### config.mk
export PLATFORM = sky130hd
export DESIGN_NAME = controlador_arbitro_vc
export DESIGN_NICKNAME = d
export VERILOG_FILES = /design/src/rtl/pcie_arb_pkg.sv /design/src/rtl/controlador_arbitro_vc_rr_select.sv /design/src/rtl/controlador_arbitro_vc.sv
export SDC_FILE = /design/constraint.sdc
export NUM_CORES = 1
export LEC_CHECK = 0
export CAP_MARGIN = 20
export CORE_ASPECT_RATIO = 1.4
export CORE_MARGIN = 2
export CORE_UTILIZATION = 50
export DETAILED_ROUTE_END_ITERATION = 16
export PLACE_DENSITY = 0.9
export SYNTH_ARGS = -nofsm -noshare
export SYNTH_HDL_FRONTEND = slang
export SYNTH_SLANG_ARGS = --single-unit
### constraint.sdc
create_clock -name clk -period 5.7 [get_ports clk]
set_clock_uncertainty 0.15 [all_clocks]
set_input_delay 1.425 -clock clk [delete_from_list [all_inputs] [get_ports clk]]
set_output_delay 1.425 -clock clk [all_outputs]
set_load 0.02 [all_outputs]
### src/rtl/pcie_arb_pkg.sv
// rtl/pcie_arb_pkg.sv - shared constants for the virtual-channel arbiter
// Contents: VC count, destination-field position for the default 12-bit word,
// counter read index limit and the arbiter FSM state encodings.
package pcie_arb_pkg;

    localparam int NUM_VC   = 4;
    localparam int DEST_MSB = 11;
    localparam int DEST_LSB = 10;

    // idx values at or above this read back as invalid
    localparam logic [2:0] IDX_LIMIT = 3'd4;

    localparam logic [1:0] ST_RESET  = 2'd0;
    localparam logic [1:0] ST_INIT   = 2'd1;
    localparam logic [1:0] ST_IDLE   = 2'd2;
    localparam logic [1:0] ST_ACTIVE = 2'd3;

endpackage

### src/rtl/controlador_arbitro_vc_rr_select.sv
// rtl/controlador_arbitro_vc_rr_select.sv - combinational round-robin picker
// Ports: eligible (request mask), ptr (first index to consider),
//        grant (one-hot winner), valid (any request present).
module rr_select
    import pcie_arb_pkg::*;
(
    input  logic [NUM_VC-1:0] eligible,
    input  logic [1:0]        ptr,
    output logic [NUM_VC-1:0] grant,
    output logic              valid
);

    // Scan offsets from farthest to nearest so the nearest eligible VC at or
    // after ptr is the last one written and therefore wins.
    always_comb begin
        grant = '0;
        for (int k = NUM_VC - 1; k >= 0; k--) begin
            if (eligible[ptr + 2'(k)]) begin
                grant                = '0;
                grant[ptr + 2'(k)]   = 1'b1;
            end
        end
        valid = |eligible;
    end

endmodule

### src/rtl/controlador_arbitro_vc.sv
// rtl/controlador_arbitro_vc.sv - arbitrates four source VCs onto the destination word path
// Ports: clk/reset (sync, active-high); umbral_L_cfg/umbral_H_cfg latched in INIT
//        and driven out on umbral_L/umbral_H; vc_empty/data_vc describe source heads;
//        dest_almost_full gates destinations; pop (comb) / push + data_out (registered);
//        idle; req/idx -> contador/contador_valid per-destination word counter reads.
// Optional build macro PRIORIDAD_VC0_EN: VC0 has strict priority, round-robin over VC1..VC3.
module controlador_arbitro_vc
    import pcie_arb_pkg::*;
#(
    parameter int TAMANO_DATOS = 12,
    parameter int UMBRALES_L_H = 8,
    parameter int CONTADOR_W   = 5
) (
    input  logic                           clk,
    input  logic                           reset,
    input  logic [UMBRALES_L_H-1:0]        umbral_L_cfg,
    input  logic [UMBRALES_L_H-1:0]        umbral_H_cfg,
    input  logic [NUM_VC-1:0]              vc_empty,
    input  logic [NUM_VC*TAMANO_DATOS-1:0] data_vc,
    input  logic [NUM_VC-1:0]              dest_almost_full,
    output logic [NUM_VC-1:0]              pop,
    output logic [NUM_VC-1:0]              push,
    output logic [TAMANO_DATOS-1:0]        data_out,
    output logic [UMBRALES_L_H-1:0]        umbral_L,
    output logic [UMBRALES_L_H-1:0]        umbral_H,
    output logic                           idle,
    input  logic                           req,
    input  logic [2:0]                     idx,
    output logic [CONTADOR_W-1:0]          contador,
    output logic                           contador_valid
);

    logic [1:0]              state;
    logic [1:0]              ptr;
    logic [CONTADOR_W-1:0]   cnt [NUM_VC];
    logic [NUM_VC-1:0]       eligible;
    logic [NUM_VC-1:0]       rr_mask;
    logic [NUM_VC-1:0]       rr_grant;
    logic                    rr_valid;
    logic [NUM_VC-1:0]       grant;
    logic                    any_grant;
    logic [1:0]              gidx;
    logic [TAMANO_DATOS-1:0] gword;
    logic [NUM_VC-1:0]       push_nxt;
    logic                    running;

    assign running = (state == ST_IDLE) || (state == ST_ACTIVE);
    assign idle    = (state == ST_IDLE);

    // A VC only competes when its head word could actually be accepted.
    always_comb begin
        eligible = '0;
        for (int n = 0; n < NUM_VC; n++) begin
            eligible[n] = !vc_empty[n] &&
                !dest_almost_full[data_vc[n*TAMANO_DATOS + TAMANO_DATOS - 2 +: 2]];
        end
    end

`ifdef PRIORIDAD_VC0_EN
    assign rr_mask   = eligible & 4'b1110;
    assign grant     = eligible[0] ? 4'b0001 : rr_grant;
    assign any_grant = eligible[0] | rr_valid;
`else
    assign rr_mask   = eligible;
    assign grant     = rr_grant;
    assign any_grant = rr_valid;
`endif

    rr_select u_rr_select (
        .eligible (rr_mask),
        .ptr      (ptr),
        .grant    (rr_grant),
        .valid    (rr_valid)
    );

    always_comb begin
        gidx = '0;
        for (int n = 0; n < NUM_VC; n++) begin
            if (grant[n]) gidx = 2'(n);
        end
    end

    assign gword = data_vc[gidx*TAMANO_DATOS +: TAMANO_DATOS];
    assign pop   = (running && any_grant) ? grant : '0;

    always_comb begin
        push_nxt = '0;
        if (running && any_grant) push_nxt[gword[TAMANO_DATOS-1 -: 2]] = 1'b1;
    end

    always_ff @(posedge clk) begin
        if (reset) begin
            state          <= ST_RESET;
            ptr            <= '0;
            push           <= '0;
            data_out       <= '0;
            umbral_L       <= '0;
            umbral_H       <= '0;
            contador       <= '0;
            contador_valid <= 1'b0;
            for (int d = 0; d < NUM_VC; d++) cnt[d] <= '0;
        end else begin
            case (state)
                ST_RESET: state <= ST_INIT;
                ST_INIT: begin
                    umbral_L <= umbral_L_cfg;
                    umbral_H <= umbral_H_cfg;
                    state    <= ST_IDLE;
                end
                default:  state <= any_grant ? ST_ACTIVE : ST_IDLE;
            endcase

            push <= push_nxt;
            if (running && any_grant) begin
                data_out <= gword;
`ifdef PRIORIDAD_VC0_EN
                // VC0 grants bypass the rotation, so they leave the pointer alone
                if (!grant[0]) ptr <= gidx + 2'd1;
`else
                ptr <= gidx + 2'd1;
`endif
            end

            for (int d = 0; d < NUM_VC; d++) begin
                if (push[d]) cnt[d] <= cnt[d] + 1'b1;
            end

            // cnt is sampled before this edge's increment lands
            if (!running) begin
                contador_valid <= 1'b0;
            end else if (req) begin
                if (idx < IDX_LIMIT) begin
                    contador       <= cnt[idx[1:0]];
                    contador_valid <= 1'b1;
                end else begin
                    contador       <= '0;
                    contador_valid <= 1'b0;
                end
            end else begin
                contador_valid <= 1'b0;
            end
        end
    end

endmodule

==> results.yml <==
run_status:
  status: "finished clean"
floorplan:
  ioPinCount: 121
  core-area_sq_um: 6940
  die_x_um: 75.3
  start_util: 0.512
  die_area_sq_um: 7810
  fp.dieH_um: 104
  std_cell_rows: 36
layout:
  multi_input_area_sq_um: 1910
  layout.nets: 614
  n_fill_cell: 531
  drive_gt1_frac: 0.145
  n_antenna_cell: 0
  area_delta_synth_final_pct: 44.9
  instances_no_fill: 625
  seq_area_sq_um: 1440
yosys:
  synth_area_sq_um: 3550
  synth.largest_area_cell: "dfxtp_1"
  yosysSeqAreaShare: 0.406
  synthTopCellsByArea: "dfxtp_1 (24%), edfxtp_1 (17%), nor2_1 (7.1%)"
  ys_types: 58
  syn-num-nets: 472
  ys_seq_elements: 62
  yosys_most_used_dff: "dfxtp_1"
  netlist_instances: 383
  synth_warnings: 0
  yosys.area.top_type_share: 0.237
  syn_area_per_cell_sq_um: 9.28
  synth.most_common_cell: "nor2_1"
  yosys-top-cells-count: "nor2_1 (67), nand2_1 (43), dfxtp_1 (42)"
  async_flop_share: 0
  synth_edf_count: 20
cts:
  clock_latency_ns: 0.33
  clkSinkCount: 62
  cts_setup_buffers: 0
  clockBufferDepth: 2
  clk_pin_slew_ns: 0.07
  cts_tree: "done"
  cts_made_buffers: 9
  cts-root-buf: "clkbuf_8"
  cts_htree_levels: 3
global_routing:
  grt_max_degree: 33
  grt_pass1_vias: 3555
  track_usage: 0.269
  grt_pass1_wl_um: 16200
  antenna_found_initial: 0
  grt_overflow: 0
min_path:
  hold_path_end: "umbral_H[0]"
  min_path_cells: 2
  min_from: "umbral_H[0]"
  hold_class: "reg2reg"
place:
  place.gp.congestion: 0.858
  dp_hpwl_um: 7970
  numPortBuffers: 120
  post-place-cells: 608
critical_path:
  regToRegSetupSlack_ns: 1.87
  cp_common_cell: "nor2_1"
  worstPathCellList: "clkdlybuf4s50_1 -> mux4_2 -> o32ai_2 -> nor2_1 -> a21oi_2 -> nand4b_1 -> a311o_1 -> and2_1 -> nor2_1 -> clkbuf_2"
  slowest_delay_ns: 0.57
  crit_arrival_ns: 3.96
  crit_slowest_cell: "clkdlybuf4s50_1"
  end_kind: "output port"
  worstPathMaxFanout: 4
  r2r-start: "ptr[0]"
  rr_worst_depth: 11
  r2r-end: "data_out[5]"
  cp-start-kind: "input pin"
  critPathKind: "in2out"
  critPathRequiredTime_ns: 4.12
timing:
  setup_viol: 0
  finalCritPeriodShare: 0.970
  max_freq_mhz: 181
  report.final.slew_viol_count: 0
  post-route-min-period_ns: 5.53
  rsz0062_at_grt: "no"
  worst_pin_slew_ns: 0.963
  slew_headroom: 0.357
  hold_violations: 0
detailed_routing:
  drt_first_iter_violations: 250
  ant_nets: 0
  viasPerCell: 5.59
  dr.pass1.iters: 4
  wl_per_cell_um: 16.6
  route.detailed.drc: 0
  vias: 3495
  wirelength_um: 10300
run:
  drv_cap: 0
power_and_ir_drop:
  vdd_ir_drop_max_mv: 0.188
  power.leakage_nw: 1.95
  total_power_mw: 1.45
  power.density_nw_per_um2: 281
## where the power goes
| part | total [mW] | switching, mW | internal [mW] | leakage, nW |
|---|---|---|---|---|
| sequential | 0.522 | 0.0295 | 0.492 | 0.550 |
| clock | 0.383 | 0.171 | 0.212 | 0.106 |
| combinational | 0.541 | 0.288 | 0.253 | 1.29 |
| total | 1.45 | 0.488 | 0.958 | 1.95 |
## cell families after synthesis
kind of cell	after synthesis	synth area share
adder cells (fa/ha/maj)	11	0.0387
XOR/XNOR	12	0.0296
AO/OA/AOI/OAI	80	0.174
flip-flops	62	0.406
buffers and inverters	29	0.0577
AND/OR/NAND/NOR	172	0.222
multiplexers	17	0.0725
## placed cells by master (no fill, tap or decap), drive strengths merged, types with 2 or more instances in the layout
| cell | Yosys | layout |
|---|---|---|
| mux2i | 10 | 10 |
| o32ai | 2 | 2 |
| or3 | 10 | 10 |
| nor3 | 12 | 12 |
| o21a | 2 | 2 |
| mux4 | 7 | 7 |
| clkbuf | 15 | 13 |
| a22o | 2 | 2 |
| a21oi | 21 | 21 |
| nor2b | 6 | 6 |
| inv | 7 | 8 |
| xnor2 | 4 | 4 |
| clkdlybuf4s50 | 0 | 116 |
| nand2 | 44 | 44 |
| nand2b | 5 | 5 |
| nand4b | 3 | 3 |
| and3b | 2 | 2 |
| clkinv | 0 | 4 |
| ha | 11 | 11 |
| a211oi | 3 | 3 |
| a311oi | 11 | 11 |
| a211o | 2 | 2 |
| a21o | 2 | 2 |
| o221ai | 10 | 10 |
| xor2 | 8 | 8 |
| dfxtp | 42 | 42 |
| o21ai | 10 | 10 |
| buf | 7 | 33 |
| nor2 | 67 | 67 |
| edfxtp | 20 | 20 |
| a22oi | 5 | 5 |
| or2 | 4 | 4 |
| nand3 | 11 | 11 |
| and2 | 3 | 3 |
## sequential cells by signal, indices dropped and copies added, names as in the netlist
register        cells
push                4
contador            5
umbral_L            8
data_out           12
umbral_H            8
state               2
cnt                20
ptr                 2
contador_valid      1
## worst max path at each step
stage	cells after the start	start	endpoint	slack [ns]
6_report	10	data_vc[34]	pop[3]	0.17
5_1_grt	10	data_vc[46]	pop[3]	0.05
4_1_cts	10	data_vc[46]	pop[3]	0.03
3_5_place_dp	10	data_vc[46]	pop[3]	-0.24
3_3_place_gp	10	data_vc[46]	pop[3]	-0.19
2_1_floorplan	10	data_vc[46]	pop[3]	0.57
## layer usage
layer  GRT usage  wire [um]
met1       0.286       3710
met2       0.482       5800
met3      0.0389        428
met4       0.152        399
met5           0          0
## timing repair
| item | CTS | global route |
|---|---|---|
| resized for setup | 4 | 9 |
| hold buffers | 0 | 0 |
| setup endpoints to repair | 4 | 3 |
## worst max-delay path: cells and delay by family
kind | cells | cell delay [ns]
buffers and inverters | 2 | 0.75
AOI/OAI and AO/OA | 3 | 0.71
muxes | 1 | 0.57
and+or+nand+nor | 4 | 0.51
## metrics by stage
step / setup TNS [ns] / util / cell area [sq um] / hold slack (ns) / setup slack, ns
after floorplan: 0 / - / 3550 / 0.335 / 0.568
after global placement: -0.508 / 0.711 / 4930 / 0.291 / -0.191
after detailed placement: -0.718 / 0.711 / 4930 / 0.298 / -0.237
after CTS: 0 / 0.739 / 5130 / 0.308 / 0.0286
after global routing: 0 / 0.742 / 5150 / 0.335 / 0.0522
final: 0 / 0.742 / 5150 / 0.304 / 0.170
## layout make-up
class / instances / area share
clock buffers: 10 / 0.0267
clock inverters: 6 / 0.0117
inverters: 7 / 0.00510
multi-input cells: 292 / 0.371
flip-flops and latches: 62 / 0.280
well taps: 95 / 0.0231
repair buffers: 153 / 0.282
No activity file was read; power rests on OpenSTA's default activity.
